**src/rtl/mem_arbiter_if.sv**
```systemverilog
// Bus bundle between mem_arbiter, its two cache clients and main memory.
// master = arbiter side, slave = clients/memory side.
interface mem_arbiter_if #(
    parameter int ADDR_W = 28,
    parameter int DATA_W = 128
);
    logic              d_read;
    logic              d_write;
    logic [ADDR_W-1:0] d_address;
    logic [DATA_W-1:0] d_writedata;
    logic [DATA_W-1:0] d_readdata;
    logic              d_busywait;

    logic              i_read;
    logic [ADDR_W-1:0] i_address;
    logic [DATA_W-1:0] i_readdata;
    logic              i_busywait;

    logic              mem_read;
    logic              mem_write;
    logic [ADDR_W-1:0] mem_address;
    logic [DATA_W-1:0] mem_writedata;
    logic [DATA_W-1:0] mem_readdata;
    logic              mem_busywait;

    logic              err_timeout;

    // Handshake: a client holds its request until it samples its busywait low;
    // readdata is valid in that same cycle and stays put until its next read.
    modport master (
        input  d_read, d_write, d_address, d_writedata,
        output d_readdata, d_busywait,
        input  i_read, i_address,
        output i_readdata, i_busywait,
        output mem_read, mem_write, mem_address, mem_writedata,
        input  mem_readdata, mem_busywait,
        output err_timeout
    );

    modport slave (
        output d_read, d_write, d_address, d_writedata,
        input  d_readdata, d_busywait,
        output i_read, i_address,
        input  i_readdata, i_busywait,
        input  mem_read, mem_write, mem_address, mem_writedata,
        output mem_readdata, mem_busywait,
        input  err_timeout
    );
endinterface

```
**src/rtl/mem_arbiter.sv**
```systemverilog
// Round-robin arbiter sharing one main-memory port between dcache and icache.
// All state moves on the falling clock edge, like the cache controllers it serves.
module mem_arbiter #(
    parameter int ADDR_W  = 28,
    parameter int DATA_W  = 128,
    parameter int TIMEOUT = 255
) (
    input  logic          CLK,
    input  logic          RESET,
    mem_arbiter_if.master bus,
    output logic [2:0]    o_state
);
    typedef enum logic [2:0] {
        S_IDLE      = 3'd0,
        S_GRANT_D   = 3'd1,
        S_GRANT_I   = 3'd2,
        S_RELEASE_D = 3'd3,
        S_RELEASE_I = 3'd4
    } state_t;

    localparam logic [7:0] TMO_LAST = 8'(TIMEOUT - 1);

    state_t            r_state;
    state_t            w_next;
    logic              r_last_i;
    logic              r_is_write;
    logic [7:0]        r_cnt;
    logic              r_err;
    logic [DATA_W-1:0] r_d_rdata;
    logic [DATA_W-1:0] r_i_rdata;

    logic              w_d_req;
    logic              w_i_req;
    logic              w_done;
    logic              w_tmo;
    logic              w_mem_read;
    logic              w_mem_write;
    logic [ADDR_W-1:0] w_mem_addr;
    logic [DATA_W-1:0] w_mem_wdata;
    logic              w_d_busy;
    logic              w_i_busy;

    assign w_d_req = bus.d_read | bus.d_write;
    assign w_i_req = bus.i_read;
    assign w_done  = ~bus.mem_busywait;
    assign w_tmo   = (r_cnt == TMO_LAST);

    always_comb begin
        w_next      = r_state;
        w_mem_read  = 1'b0;
        w_mem_write = 1'b0;
        w_mem_addr  = '0;
        w_mem_wdata = '0;
        w_d_busy    = w_d_req;
        w_i_busy    = w_i_req;
        case (r_state)
            S_IDLE: begin
                // On a tie the client that did not win last time goes first.
                if (w_d_req && (!w_i_req || r_last_i))
                    w_next = S_GRANT_D;
                else if (w_i_req)
                    w_next = S_GRANT_I;
            end
            S_GRANT_D: begin
                w_mem_read  = ~r_is_write;
                w_mem_write = r_is_write;
                w_mem_addr  = bus.d_address;
                w_mem_wdata = bus.d_writedata;
                w_d_busy    = 1'b1;
                if (w_done || w_tmo)
                    w_next = S_RELEASE_D;
            end
            S_GRANT_I: begin
                w_mem_read = 1'b1;
                w_mem_addr = bus.i_address;
                w_i_busy   = 1'b1;
                if (w_done || w_tmo)
                    w_next = S_RELEASE_I;
            end
            S_RELEASE_D: begin
                w_d_busy = 1'b0;
                w_next   = S_IDLE;
            end
            S_RELEASE_I: begin
                w_i_busy = 1'b0;
                w_next   = S_IDLE;
            end
            default: w_next = S_IDLE;
        endcase
    end

    always_ff @(negedge CLK or posedge RESET) begin
        if (RESET) begin
            r_state    <= S_IDLE;
            r_last_i   <= 1'b1;
            r_is_write <= 1'b0;
            r_cnt      <= '0;
            r_err      <= 1'b0;
            r_d_rdata  <= '0;
            r_i_rdata  <= '0;
        end else begin
            r_state <= w_next;
            case (r_state)
                S_IDLE: begin
                    // The operation is latched so a request dropped mid-grant still finishes.
                    r_cnt      <= '0;
                    r_is_write <= bus.d_write;
                end
                S_GRANT_D, S_GRANT_I: begin
                    if (w_done) begin
                        if (r_state == S_GRANT_D && !r_is_write)
                            r_d_rdata <= bus.mem_readdata;
                        if (r_state == S_GRANT_I)
                            r_i_rdata <= bus.mem_readdata;
                        r_last_i <= (r_state == S_GRANT_I);
                    end else if (w_tmo) begin
                        r_err    <= 1'b1;
                        r_last_i <= (r_state == S_GRANT_I);
                    end else begin
                        r_cnt <= r_cnt + 8'd1;
                    end
                end
                default: ;
            endcase
        end
    end

    assign bus.mem_read      = w_mem_read;
    assign bus.mem_write     = w_mem_write;
    assign bus.mem_address   = w_mem_addr;
    assign bus.mem_writedata = w_mem_wdata;
    assign bus.d_busywait    = w_d_busy;
    assign bus.i_busywait    = w_i_busy;
    assign bus.d_readdata    = r_d_rdata;
    assign bus.i_readdata    = r_i_rdata;
    assign bus.err_timeout   = r_err;
    assign o_state           = r_state;
endmodule

```
**src/flat_wrapper.sv**
```systemverilog
// flat-port wrapper written by rule: the top's interface ports become plain ports
module mem_arbiter_flat 
#(
    parameter int ADDR_W  = 28,
    parameter int DATA_W  = 128,
    parameter int TIMEOUT = 255
)
  (CLK, RESET, o_state, bus_d_read, bus_d_write, bus_d_address, bus_d_writedata, bus_d_readdata, bus_d_busywait, bus_i_read, bus_i_address, bus_i_readdata, bus_i_busywait, bus_mem_read, bus_mem_write, bus_mem_address, bus_mem_writedata, bus_mem_readdata, bus_mem_busywait, bus_err_timeout);
  mem_arbiter_if #(.ADDR_W(ADDR_W), .DATA_W(DATA_W)) bus_i ();
  input  logic CLK;
  input  logic RESET;
  output logic [2:0] o_state;
  input wire logic [$bits(bus_i.d_read)-1:0] bus_d_read;
  input wire logic [$bits(bus_i.d_write)-1:0] bus_d_write;
  input wire logic [$bits(bus_i.d_address)-1:0] bus_d_address;
  input wire logic [$bits(bus_i.d_writedata)-1:0] bus_d_writedata;
  output wire logic [$bits(bus_i.d_readdata)-1:0] bus_d_readdata;
  output wire logic [$bits(bus_i.d_busywait)-1:0] bus_d_busywait;
  input wire logic [$bits(bus_i.i_read)-1:0] bus_i_read;
  input wire logic [$bits(bus_i.i_address)-1:0] bus_i_address;
  output wire logic [$bits(bus_i.i_readdata)-1:0] bus_i_readdata;
  output wire logic [$bits(bus_i.i_busywait)-1:0] bus_i_busywait;
  output wire logic [$bits(bus_i.mem_read)-1:0] bus_mem_read;
  output wire logic [$bits(bus_i.mem_write)-1:0] bus_mem_write;
  output wire logic [$bits(bus_i.mem_address)-1:0] bus_mem_address;
  output wire logic [$bits(bus_i.mem_writedata)-1:0] bus_mem_writedata;
  input wire logic [$bits(bus_i.mem_readdata)-1:0] bus_mem_readdata;
  input wire logic [$bits(bus_i.mem_busywait)-1:0] bus_mem_busywait;
  output wire logic [$bits(bus_i.err_timeout)-1:0] bus_err_timeout;
  assign bus_i.d_read = bus_d_read;
  assign bus_i.d_write = bus_d_write;
  assign bus_i.d_address = bus_d_address;
  assign bus_i.d_writedata = bus_d_writedata;
  assign bus_d_readdata = bus_i.d_readdata;
  assign bus_d_busywait = bus_i.d_busywait;
  assign bus_i.i_read = bus_i_read;
  assign bus_i.i_address = bus_i_address;
  assign bus_i_readdata = bus_i.i_readdata;
  assign bus_i_busywait = bus_i.i_busywait;
  assign bus_mem_read = bus_i.mem_read;
  assign bus_mem_write = bus_i.mem_write;
  assign bus_mem_address = bus_i.mem_address;
  assign bus_mem_writedata = bus_i.mem_writedata;
  assign bus_i.mem_readdata = bus_mem_readdata;
  assign bus_i.mem_busywait = bus_mem_busywait;
  assign bus_err_timeout = bus_i.err_timeout;
  mem_arbiter #(.ADDR_W(ADDR_W), .DATA_W(DATA_W), .TIMEOUT(TIMEOUT)) u_core (.CLK(CLK), .RESET(RESET), .bus(bus_i), .o_state(o_state));
endmodule
```
**config.mk**
```make
export PLATFORM = sky130hd
export DESIGN_NAME = mem_arbiter_flat
export DESIGN_NICKNAME = d
export VERILOG_FILES = /design/src/rtl/mem_arbiter_if.sv /design/src/rtl/mem_arbiter.sv /design/src/flat_wrapper.sv
export SDC_FILE = /design/constraint.sdc
export NUM_CORES = 1
export LEC_CHECK = 0
export ABC_AREA = 1
export BUFFER_PORTS_ARGS = -buffer_cell sky130_fd_sc_hd__buf_2
export CORE_AREA = 2 2 290 292
export CTS_BUF_LIST = sky130_fd_sc_hd__clkbuf_4
export CTS_CLUSTER_SIZE = 24
export DETAILED_ROUTE_END_ITERATION = 10
export DIE_AREA = 0 0 292 294
export GPL_TIMING_DRIVEN = 0
export HOLD_SLACK_MARGIN = 0.06
export MAX_ROUTING_LAYER = met4
export PLACE_DENSITY = 0.36
export SLEW_MARGIN = 20
export SYNTH_ARGS = -nofsm -noshare
export SYNTH_HDL_FRONTEND = slang
export SYNTH_SLANG_ARGS = --single-unit
```
**constraint.sdc**
```tcl
create_clock -name CLK -period 14.81 [get_ports CLK]
set_input_delay 3.7025 -clock CLK [delete_from_list [all_inputs] [get_ports CLK]]
set_output_delay 3.7025 -clock CLK [all_outputs]
set_load 0.01 [all_outputs]
```
* Yosys cells after proc, flatten, opt, wreduce, memory -nomap -nowiden *
Index checks and enable logic that the tools add are counted.

storage, ports and cells
  word-level logic and storage cells = 53
  output and inout bits = 420
  input bits = 318
  bits in registers = 270

cells by class
  bitwise operators = 3
  $add $sub $neg = 1
  multiplexer cells = 16
  reductions and logical operators = 15
  equality and inequality tests = 11

operators with widths
  cell                                                 number
  two-way mux 128 bit                                  1
  one-hot mux 28 bit (2 select lines)                  1
  two-way mux 8 bit                                    2
  one-hot mux 8 bit (2 select lines)                   1
  AND reduction 3 bit                                  5
  two-way mux 3 bit                                    4
  one-hot mux 3 bit (3 select lines)                   1
  adder 8 x 1 -> 8 bit, second input constant          1
  equality test 8 bit, second input constant           1
  equality test 3 x 2 -> 1 bit, second input constant  2
  != test 2 x 1 -> 1 bit, second input constant        3
  one-hot mux 1 bit (2 select lines)                   3
  != test 2 bit, second input constant                 2
  equality test 3 x 1 -> 1 bit, second input constant  1
  equality test 3 bit, second input constant           1
  logical NOT 3 bit                                    1
  two-way mux 1 bit                                    3
  != test 3 x 2 -> 1 bit, second input constant        1
  logical AND 1 bit                                    2
  logical NOT 1 bit                                    2
  logical OR 1 bit                                     2
  inverter 1 bit                                       2
  AND reduction 2 bit                                  1
  nonzero test 2 bit                                   1
  other kinds (2)                                      2

* Depth between registers and ports, before layout *
  depth in word-level cells = 5
  gate-level depth with buffers = 10
  mapped depth without buffers = 9

==> impl_metrics.ini <==
[outcome]
status = complete, no violations

[floorplan]
die_area_sq_um = 85850
die_h_um = 294
die_x_um = 292
coreArea_sq_um = 82890
num_rows = 106
io_pins = 738
initial_core_util_pct = 14.18

[routing]
drt_wl_total_um = 76530
wire_per_inst_um = 22.38
drc = 0
drtIter0Drc = 484
via_count = 12680
vias_per_cell = 3.709
ant_nets = 0
dr.pass1.iters = 5

[critical_path]
critPathMaxStageDelay_ns = 0.72
critPathArrivalTime_ns = 10.16
setup.worst_path.start_class = register
path_class = reg2out
critPathRequiredTime_ns = 11.11
path_cells = inv_1 > nand3_2 > clkbuf_1 > nor2_1 > buf_2
critPathSlowestCell = nor2_1
path_max_fanout = 10
end_kind = output pin

[synth]
synthTopCellsByArea = dfrtn_1 57%, nand2_1 11%, o21ai_1 10%
synth_warnings = 0
yosys.area.top_type_share_pct = 57.25
syn_inst = 1438
synth_cell_types = 22
yosysSeqAreaShare_pct = 57.48
synth_largest_area_cell = dfrtn_1
syn_avg_cell_area_sq_um = 8.176
syn-cell-area_sq_um = 11760
syn-num-nets = 1758
ys_ff_latch = 270

[cells_and_area]
nets = 2589
fin_area_sq_um = 18050
final_cell_mix = 781 x buf_2, 358 x nand2_1, 279 x inv_1
finalNonFillerCells = 3419
drive_gt1_share_pct = 40.52
fill_cells = 9526
final_common_cell = buf_2
syn_to_final_growth_pct = 53.53

[placed_design]
dp_hpwl_um = 64540
gp_congestion = 0.9721
port_buffers = 737
dp_cells = 3265
placed_area_sq_um = 17020

[sta]
tightest_slew_ns = 0.8490
finClkSkew_ns = 0.06280
relSlewSlack_pct = 43.19
slew_viol_final = 0
whs_ns = 0.4309
finalSetupViolCount = 0
hold_viol = 0
rsz0062_at_grt = no

[clock_tree]
insertion_delay_ns = 0.73
post-cts-setup-buffers = 0
cts_tree = done
cts_buffers = 82
max-clock-path-buffers = 3
h-tree-depth = 3
cts_root_buf = clkbuf_4
cts_hold_buf = 0
cts.sinks = 270
clk_pin_slew_ns = 0.05
cts_resized = 0

[global_routing]
track_usage_pct = 18.00
grt_first_pass_wirelength_um = 105400
antenna_found_initial = 41
grt_max_degree = 33
grt_pass1_vias = 13100
grt.overflow.total = 0

[pwr]
power_w = 0.003709
powerDensity_nw_per_um2 = 205.5
p_leak_nw = 10.82
peakVddDrop_uv = 68.23

[worst_hold_path]
worst_hold_path_type = reg2reg

[flow_run]
max-cap-violations = 0
worst paths after layout:
kind | slack, ns | to | cells past startpoint | startpoint
min in group asynchronous | 10.25 | u_core.bus.i_readdata[108] | 2 | RESET
worst max register to register | 12.90 | u_core.bus.d_readdata[124] | 5 | u_core.o_state[1]
worst min-delay path | 0.43 | u_core.bus.i_readdata[15] | 2 | u_core.bus.i_readdata[15]
max in group asynchronous | 3.13 | u_core.bus.d_readdata[41] | 7 | RESET
worst min register to register | 0.43 | u_core.bus.i_readdata[15] | 2 | u_core.bus.i_readdata[15]
worst max-delay path | 0.95 | bus_mem_writedata[51] | 5 | u_core.o_state[1]
registers in the layout (all words and copies together) (netlist names):
register,cells
u_core.r_last_i,1
u_core.bus.err_timeout,1
u_core.bus.d_readdata,128
u_core.bus.i_readdata,128
u_core.o_state,3
u_core.r_cnt,8
u_core.r_is_write,1
where the power goes:
group / switching [W] / internal, W
logic: 0.00113 / 0.000589
clock network: 0.000352 / 0.000374
registers: 0.000181 / 0.00109
total: 0.00166 / 0.00205
critical path: cells and delay by family (launching register included):
family | cells | cell delay (ns)
buffers and inverters | 3 | 0.72
DFF | 1 | 0.36
and+or+nand+nor | 2 | 0.94
cells in the mapped netlist, drive strengths merged:
library cell and count:
nand3 45, nand2 359, o21bai 1, buf 70, o21ai 261, xnor2 1
xor2 2, nor2 136, inv 278, dfstp 1, nand4 2, ha 2
dfrtn 269, a21oi 1, clkbuf 10
cell families after synthesis:
family,synth area share (%)
DFF,57.48
xor gates and xnor gates,0.2235
AOI/OAI and AO/OA,11.22
buffers and inverters,12.98
and+or+nand+nor,17.89
adders and majority gates,0.2128
metrics by stage:
step / utilization [%] / TNS, ns / setup WS (ns)
floorplan: - / 0 / 0.2878
global placement: 20.27 / -450.72 / -1.729
detailed placement: 20.53 / 0 / 1.765
CTS: 21.72 / 0 / 0.9545
global route: 21.76 / 0 / 0.7736
finish: 21.78 / 0 / 0.9484
metal layers:
layer	vias to the layer above	routed length, um	track usage (%)
met2	542	35700	28.66
met4	0	1340	3.332
met5	-	0	-
li1	6080	-	-
met3	119	5459	5.325
met1	5940	34030	22.73
layout make-up:
cell class,count,area (sq um),area share (%)
buffer,80,483.0,2.676
antenna,19,47.55,0.2634
inverter,277,1044,5.781
tap,1080,1351,7.486
timing repair buffer,747,3904,21.63
multi-input combinational,810,3473,19.24
clock buffer,108,810.8,4.492
sequential,270,6758,37.44
clock inverter,28,180.2,0.9981
No activity file was read; power rests on OpenSTA's default activity.
